**src/rtl/ghash_ctrl.sv**
```systemverilog
// GHASH sequencer for one AES-GCM message. Folds zero-padded AAD and
// ciphertext blocks into the running hash Y through an external GF(2^128)
// multiplier, then multiplies in the len(A)||len(C) block and presents the
// final hash. The reset input rst is asynchronous and active-low.
module ghash_ctrl #(
  parameter int DATA_WIDTH = 128,
  parameter int LEN_WIDTH  = 64   // two length counters fill one block
) (
  input  logic                  clk,
  input  logic                  rst,
  input  logic                  start_i,
  input  logic [DATA_WIDTH-1:0] h_i,
  input  logic                  abort_i,
  input  logic                  in_valid_i,
  output logic                  in_ready_o,
  input  logic [DATA_WIDTH-1:0] in_data_i,
  input  logic                  in_type_i,
  input  logic [4:0]            in_bytes_i,
  input  logic                  in_last_i,
  output logic                  mul_start_o,
  output logic [DATA_WIDTH-1:0] mul_a_o,
  output logic [DATA_WIDTH-1:0] mul_h_o,
  input  logic                  mul_done_i,
  input  logic [DATA_WIDTH-1:0] mul_x_i,
  output logic [DATA_WIDTH-1:0] ghash_o,
  output logic                  ghash_valid_o,
  output logic                  busy_o,
  output logic                  err_o
);

  localparam int NBYTES = DATA_WIDTH / 8;

  typedef enum logic [2:0] {
    S_IDLE,
    S_ACCEPT,
    S_MUL_WAIT,
    S_LEN_ISSUE,
    S_LEN_WAIT,
    S_DRAIN
  } state_t;

  state_t state_q, state_d;

  logic [DATA_WIDTH-1:0] h_q;
  logic [DATA_WIDTH-1:0] y_q;
  logic [LEN_WIDTH-1:0]  len_a_q;
  logic [LEN_WIDTH-1:0]  len_c_q;
  logic                  seen_ct_q;
  logic                  last_pend_q;

  logic [DATA_WIDTH-1:0] blk_masked;
  logic [DATA_WIDTH-1:0] len_blk;
  logic [LEN_WIDTH-1:0]  blk_bits;
  logic                  blk_take;
  logic                  blk_illegal;
  logic                  blk_len_only;

  // A block offered in ACCEPT is consumed unless abort cancels the message.
  assign blk_take     = in_valid_i && !abort_i;
  assign blk_len_only = (in_bytes_i == 5'd0) && in_last_i;
  assign blk_illegal  = ((in_bytes_i == 5'd0) && !in_last_i) ||
                        (int'(in_bytes_i) > NBYTES) ||
                        (!in_type_i && seen_ct_q);
  assign blk_bits     = LEN_WIDTH'({in_bytes_i, 3'b000});
  assign len_blk      = {len_a_q, len_c_q};

  // Zero every byte at or beyond the valid byte count (byte 0 is the MSB).
  always_comb begin
    blk_masked = '0;
    for (int i = 0; i < NBYTES; i++) begin
      if (i < int'(in_bytes_i)) begin
        blk_masked[DATA_WIDTH-1-8*i -: 8] = in_data_i[DATA_WIDTH-1-8*i -: 8];
      end
    end
  end

  // State register.
  // NOTE: sequential blocks use non-blocking assignments so every register
  // samples the values from before the clock edge, whatever the block order.
  always_ff @(posedge clk or negedge rst) begin
    if (!rst) begin
      state_q <= S_IDLE;
    end else begin
      state_q <= state_d;
    end
  end

  // Next-state logic; abort outranks every other event.
  // NOTE: state_d gets a default before the case so no path leaves it
  // unassigned, which would otherwise infer a latch.
  always_comb begin
    state_d = state_q;
    case (state_q)
      S_IDLE: begin
        if (start_i && !abort_i) state_d = S_ACCEPT;
      end
      S_ACCEPT: begin
        if (abort_i) begin
          state_d = S_IDLE;
        end else if (in_valid_i && !blk_illegal) begin
          state_d = blk_len_only ? S_LEN_ISSUE : S_MUL_WAIT;
        end
      end
      S_MUL_WAIT: begin
        if (abort_i) begin
          state_d = mul_done_i ? S_IDLE : S_DRAIN;
        end else if (mul_done_i) begin
          state_d = last_pend_q ? S_LEN_ISSUE : S_ACCEPT;
        end
      end
      S_LEN_ISSUE: begin
        state_d = abort_i ? S_IDLE : S_LEN_WAIT;
      end
      S_LEN_WAIT: begin
        if (abort_i) begin
          state_d = mul_done_i ? S_IDLE : S_DRAIN;
        end else if (mul_done_i) begin
          state_d = S_IDLE;
        end
      end
      S_DRAIN: begin
        if (mul_done_i) state_d = S_IDLE;
      end
      default: state_d = S_IDLE;
    endcase
  end

  // State-decoded outputs.
  always_comb begin
    in_ready_o = (state_q == S_ACCEPT);
    busy_o     = (state_q != S_IDLE);
  end

  // Hash datapath: operand registers, running hash, length counters, pulses.
  always_ff @(posedge clk or negedge rst) begin
    if (!rst) begin
      h_q           <= '0;
      y_q           <= '0;
      len_a_q       <= '0;
      len_c_q       <= '0;
      seen_ct_q     <= 1'b0;
      last_pend_q   <= 1'b0;
      mul_start_o   <= 1'b0;
      mul_a_o       <= '0;
      mul_h_o       <= '0;
      ghash_o       <= '0;
      ghash_valid_o <= 1'b0;
      err_o         <= 1'b0;
    end else begin
      mul_start_o   <= 1'b0;
      ghash_valid_o <= 1'b0;
      err_o         <= 1'b0;
      case (state_q)
        S_IDLE: begin
          if (start_i && !abort_i) begin
            h_q         <= h_i;
            y_q         <= '0;
            len_a_q     <= '0;
            len_c_q     <= '0;
            seen_ct_q   <= 1'b0;
            last_pend_q <= 1'b0;
          end
        end
        S_ACCEPT: begin
          if (blk_take) begin
            if (blk_illegal) begin
              err_o <= 1'b1;
            end else if (!blk_len_only) begin
              mul_a_o     <= y_q ^ blk_masked;
              mul_h_o     <= h_q;
              mul_start_o <= 1'b1;
              if (in_type_i) len_c_q <= len_c_q + blk_bits;
              else           len_a_q <= len_a_q + blk_bits;
              seen_ct_q   <= seen_ct_q | in_type_i;
              last_pend_q <= in_last_i;
            end
          end
        end
        S_MUL_WAIT: begin
          if (mul_done_i && !abort_i) y_q <= mul_x_i;
        end
        S_LEN_ISSUE: begin
          if (!abort_i) begin
            mul_a_o     <= y_q ^ len_blk;
            mul_h_o     <= h_q;
            mul_start_o <= 1'b1;
          end
        end
        S_LEN_WAIT: begin
          if (mul_done_i && !abort_i) begin
            ghash_o       <= mul_x_i;
            ghash_valid_o <= 1'b1;
          end
        end
        default: ;
      endcase
    end
  end

endmodule

```
**config.mk**
```make
export PLATFORM = sky130hd
export DESIGN_NAME = ghash_ctrl
export DESIGN_NICKNAME = d
export VERILOG_FILES = /design/src/rtl/ghash_ctrl.sv
export SDC_FILE = /design/constraint.sdc
export NUM_CORES = 2
export LEC_CHECK = 0
export CAP_MARGIN = 5
export CORE_AREA = 4 4 305 307
export DETAILED_ROUTE_END_ITERATION = 8
export DIE_AREA = 0 0 309 311
export REMOVE_ABC_BUFFERS = 1
export SYNTH_ARGS = -nofsm -noshare
export SYNTH_HDL_FRONTEND = slang
export SYNTH_SLANG_ARGS = --single-unit
```
**constraint.sdc**
```tcl
create_clock -name clk -period 4.9 [get_ports clk]
set_input_delay 0.98 -clock clk [delete_from_list [all_inputs] [get_ports clk]]
set_output_delay 0.98 -clock clk [all_outputs]
set_load 0.05 [all_outputs]
```
* Word-level counts from Yosys, hierarchy flattened
Cells that the tools add are included.
** Word-level totals
- Flip-flop bits (word level) :: 776
- Input bits :: 397
- Output and inout port bits :: 389
- Word-level logic and storage cells :: 148
** Operators by class
- Add/sub/neg operators :: 2
- Magnitude comparators :: 17
- Equal/unequal tests :: 15
- Mux-type cells :: 71
- Bitwise operators :: 3
- Reductions and logical operators :: 27
** Operators by type and width (count)
- 2-to-1 mux 128 bit :: 10
- case mux 128 bit (2 select lines) :: 3
- 2-to-1 mux 64 bit :: 9
- case mux 64 bit (2 select lines) :: 2
- bitwise XOR 128 bit :: 2
- adder 64 x 8 -> 64 bit :: 2
- 2-to-1 mux 8 bit :: 16
- < comparator 4 x 5 -> 1 bit (first input constant) :: 8
- 2-to-1 mux 3 bit :: 9
- < comparator 3 x 5 -> 1 bit (first input constant) :: 4
- case mux 3 bit (6 select lines) :: 1
- 2-to-1 mux 1 bit :: 17
- inequality test 2 bit (second input constant) :: 6
- AND reduction 6 bit :: 2
- < comparator 1 x 5 -> 1 bit (first input constant) :: 2
- < comparator 2 x 5 -> 1 bit (first input constant) :: 2
- AND reduction 5 bit :: 2
- logical AND 1 bit :: 7
- == test 3 x 2 -> 1 bit (second input constant) :: 2
- == test 3 bit (second input constant) :: 2
- case mux 1 bit (2 select lines) :: 3
- AND reduction 3 bit :: 2
- nonzero test 2 bit :: 3
- > comparator 5 bit (second input constant) :: 1
- other kinds (12) :: 18

* Depth between registers and ports, before layout
- Depth after elaboration :: 9
- Mapped depth :: 10
- Depth with buffers taken out :: 7

* Worst setup path after synthesis
No wires, ideal clock.
- Path kind :: input-to-reg
- From :: input in_bytes_i[0]
- To :: register mul_a_o[100]
- Arrival :: 2.918 ns
- Path slack :: 1.854 ns
- Stages :: 8
- Buffers on the path :: 3
- Cells stage by stage :: buf_2 nor4_4 xnor2_2 nand4_1 a21oi_1 buf_2 buf_4 mux2_1
** Between the ends
- Longest elaborated chain between the ends :: 7
- Elaborated cells between the ends (all ways) :: 16
- Those cells by class :: order compare (2); eq/ne (2); mux (5); bitwise (1); reduce/logical (6)
** RTL lines
- start, declared :: line 18 : input logic [4:0] in_bytes_i,
- < comparator 2 x 5 -> 1 bit :: line 71 : if (i < int'(in_bytes_i)) begin
- 2-to-1 mux 8 bit :: line 71
- bitwise XOR 128 bit :: line 169 : mul_a_o <= y_q ^ blk_masked;
- 2-to-1 mux 128 bit :: line 168 : end else if (!blk_len_only) begin
- 2-to-1 mux 128 bit :: line 166 : if (blk_illegal) begin
- 2-to-1 mux 128 bit :: line 165 : if (blk_take) begin
- case mux 128 bit (2 select lines) :: line 153 : case (state_q)
- end signal, assigned :: line 169
- end signal, assigned :: line 184 : mul_a_o <= y_q ^ len_blk;
- end, declared :: line 21 : output logic [DATA_WIDTH-1:0] mul_a_o,
Several ways; a longest one is shown, not always the timed one. The select of a mux whose other input is x is not followed.
A chain may end at the register's enable or synchronous reset.

* Worst setup path in the final report
- From :: register state_q[2]
- To :: output in_ready_o
** Between the ends
- Longest elaborated chain between the ends :: 1
** RTL lines
- start, declared :: line 42 : state_t state_q, state_d;
- start signal, assigned :: line 84 : state_q <= state_d;
- == test 3 x 1 -> 1 bit :: line 130 : in_ready_o = (state_q == S_ACCEPT);
- end, declared :: line 15 : output logic in_ready_o,
Every way passes these cells.

==> metrics.md <==
| Metric | Value |
|---|---|
| First-pass GRT wire length | 178.7 mm |
| Post CTS Setup Buffer Count | 0 |
| Num rows | 110 |
| IO Pins | 786 |
| Netlist Area Pre-Place | 34,590 um2 |
| Finish-stage setup viols | 0 |
| Worst path required time | 3.92 ns |
| Clk_lat worst skew | 0.66 ns |
| Clk sinks | 770 |
| Worst Hold Class | in -> async |
| Final Util | 0.5185 |
| Final-layout fill cell count | 8,128 |
| Leak Pwr | 20.33 nW |
| Max Buffers Root-to-Sink | 3 |
| Final Skew | 0.03202 ns |
| Chip Height | 311 um |
| Critical Path Fanout Max | 18 |
| Critical Path AT | 3.09 ns |
| Clock-pin slew on the worst setup and hold paths | 0.06 ns |
| Run status | completed |
| Root buf cell | clkbuf_16 |
| Post-DP HPWL | 84.33 mm |
| Core area | 90,010 um2 |
| Drt total wl | 118.2 mm |
| DIE WIDTH | 309 um |
| Post-Syn Instances | 3,178 |
| DR DRC count | 0 |
| WL/cell | 22.89 um |
| GRT Residual Overflow | 0 |
| Yosys cell types | 77 |
| Share of layout cells above drive strength 1 | 0.09771 |
| Minimum clock period | 4.072 ns |
| Worst slack, placed | 0.7078 ns |
| Vias in the first global route | 27.53k |
| Antenna violations before repair | 34 |
| TritonRoute pass-1 iters | 5 |
| 1st-iter DRT viols | 2,127 |
| Register area share after synthesis | 0.5570 |
| RSZ-0062 raised after global routing | no |
| Routed vias/inst | 5.332 |
| Ys async rst share | 1.000 |
| Cts repair resizes | 0 |
| CTS tree | done |
| Final-report max-slew violation count | 0 |
| Final Cycle Share | 0.8311 |
| Die ar. | 96,100 um2 |
| Global-route usage over all layers | 0.2419 |
| GPL Wtd Cong | 0.8440 |
| Vias | 27.52k |
| Syn. warnings | 0 |
| Routed Antenna Nets | 0 |
| Area Overhead vs Synth | 34.92% |
| Critical setup path kind | reg -> out |
| #FFs+latches synth | 770 |
| CP Capture Type | output pin |
| Most common cell after layout, fill and taps aside | clkdlybuf4s50_1 |
| Port Buf Inserts | 785 |
| Fmax | 0.2456 GHz |
| Commonest cells after routing, fill and taps aside | clkdlybuf4s50_1, dfrtp_1, nand2_1 |
| Top_reg_cell synth | dfrtp_1 |
| Pwr Density | 597.9 nW/um2 |
| Crit path launch type | flip-flop |
| # H-tree levels | 3 |
| Fin. Hold Viols | 0 |
| Post-synth EDFFs | 0 |
| Cts bufs inserted | 86 |
| Rel. slew slack | 0.1376 |
| Worst VDD drop | 0.3662 mV |
| Max-Cap Viols | 0 |
| Syn Area/Cell | 10.88 um2 |
| Fin nets | 4,315 |
| Initial Util | 0.3843 |
| Worst Max-Slew Pin Slew | 1.289 ns |
| Hold buffer count at CTS | 0 |
| Final WS setup | 0.8275 ns |
| Largest net degree at the start of global routing | 161 |
## worst max-delay path, cell delays in order, from the launching register on
cell             delay [ns]
dfrtp_1                0.53
nand2b_1               0.23
or2_2                  0.51
inv_2                  0.25
clkdlybuf4s50_1        0.90
## report_power, final
part           leakage [nW]  internal, mW  switching, mW
clock                  1.37          3.79           2.67
sequential             10.1          8.37           1.14
combinational          8.84          4.08           7.85
total                  20.3          16.2           11.7
## synth_stat cells, types with 17 or more instances
master	n	area [um2]
a21oi_1	55	275.3
a22oi_1	104	780.8
a31oi_1	50	312.8
a41oi_1	24	210.2
and2_1	17	106.4
and3_1	38	237.7
buf_2	51	255.2
clkbuf_1	137	514.2
dfrtp_1	770	19270
inv_1	17	63.81
mux2_1	229	2579
mux2_2	156	1757
mux2i_1	21	210.2
nand2_1	725	2721
nand2b_1	24	150.1
nand3_1	56	280.3
nand4_1	57	356.6
nor2_1	56	210.2
nor3_1	20	100.1
nor4_1	29	181.4
o21ai_0	183	915.9
o31ai_1	27	202.7
xnor2_1	123	1077
## registers in the layout (all words and copies together), names as in the netlist
| name | cells |
|---|---|
| len_c_q | 61 |
| mul_start_o | 1 |
| mul_h_o | 128 |
| len_a_q | 61 |
| seen_ct_q | 1 |
| ghash_valid_o | 1 |
| h_q | 128 |
| y_q | 128 |
| last_pend_q | 1 |
| err_o | 1 |
| mul_a_o | 128 |
| state_q | 3 |
| ghash_o | 128 |
## metrics by stage
stage | cells | area [um2] | hold WS [ns] | setup TNS [ns] | power (mW)
final | 5161 | 46670 | 0.3875 | 0 | 27.90
after global placement | 4994 | 43860 | 0.4543 | 0 | 21.51
after floorplan | 2977 | 33750 | 0.4401 | -5045.56 | 17.05
after global routing | 5155 | 46650 | 0.4373 | 0 | 29.29
after detailed placement | 4994 | 43860 | 0.4578 | 0 | 21.66
after CTS | 5147 | 46630 | 0.4155 | 0 | 28.21
## final cells by class
class,instances,area (um2),share of cell area
Antenna cell,14,35.03,0.0007507
Clock buffer,131,2511,0.05381
Clock inverter,22,265.3,0.005684
Inverter,19,71.32,0.001528
Multi-Input combinational cell,2188,14490,0.3106
Sequential cell,770,19270,0.4129
Tap cell,1176,1471,0.03153
Timing Repair Buffer,841,8553,0.1833
## final timing paths
| check | from | endpoint | slack, ns | depth (start not counted) |
|---|---|---|---|---|
| max in group asynchronous | rst | y_q[107] | 3.26 | 2 |
| min in group clk | h_q[26] | mul_h_o[26] | 0.47 | 1 |
| min | rst | h_q[84] | 0.39 | 1 |
| max reg2reg | state_q[2] | mul_a_o[79] | 1.63 | 7 |
| min reg2reg | h_q[26] | mul_h_o[26] | 0.47 | 1 |
| max | state_q[2] | in_ready_o | 0.83 | 4 |
## cells by family (layout without fill, tap and decap cells)
family / after synthesis / in the layout / share of synthesized area
AND/OR/NAND/NOR: 1083 / 1083 / 0.1406
other: 0 / 14 / 0
XOR/XNOR: 136 / 136 / 0.03465
buffers and inverters: 220 / 1013 / 0.02630
adder cells (fa/ha/maj): 12 / 12 / 0.004775
multiplexers: 406 / 406 / 0.1314
AO/OA/AOI/OAI: 551 / 551 / 0.1053
flip-flops: 770 / 770 / 0.5570
## layer usage
layer	GRT usage	vias up	share of wire	wire length [um]
met1	0.3111	13600	0.41	48530
met5	0	-	0.0019	230
li1	-	12730	-	-
met4	0.06563	34	0.025	2981
met2	0.3862	961	0.46	54920
met3	0.08808	195	0.097	11490
No activity file was read; power rests on OpenSTA's default activity.
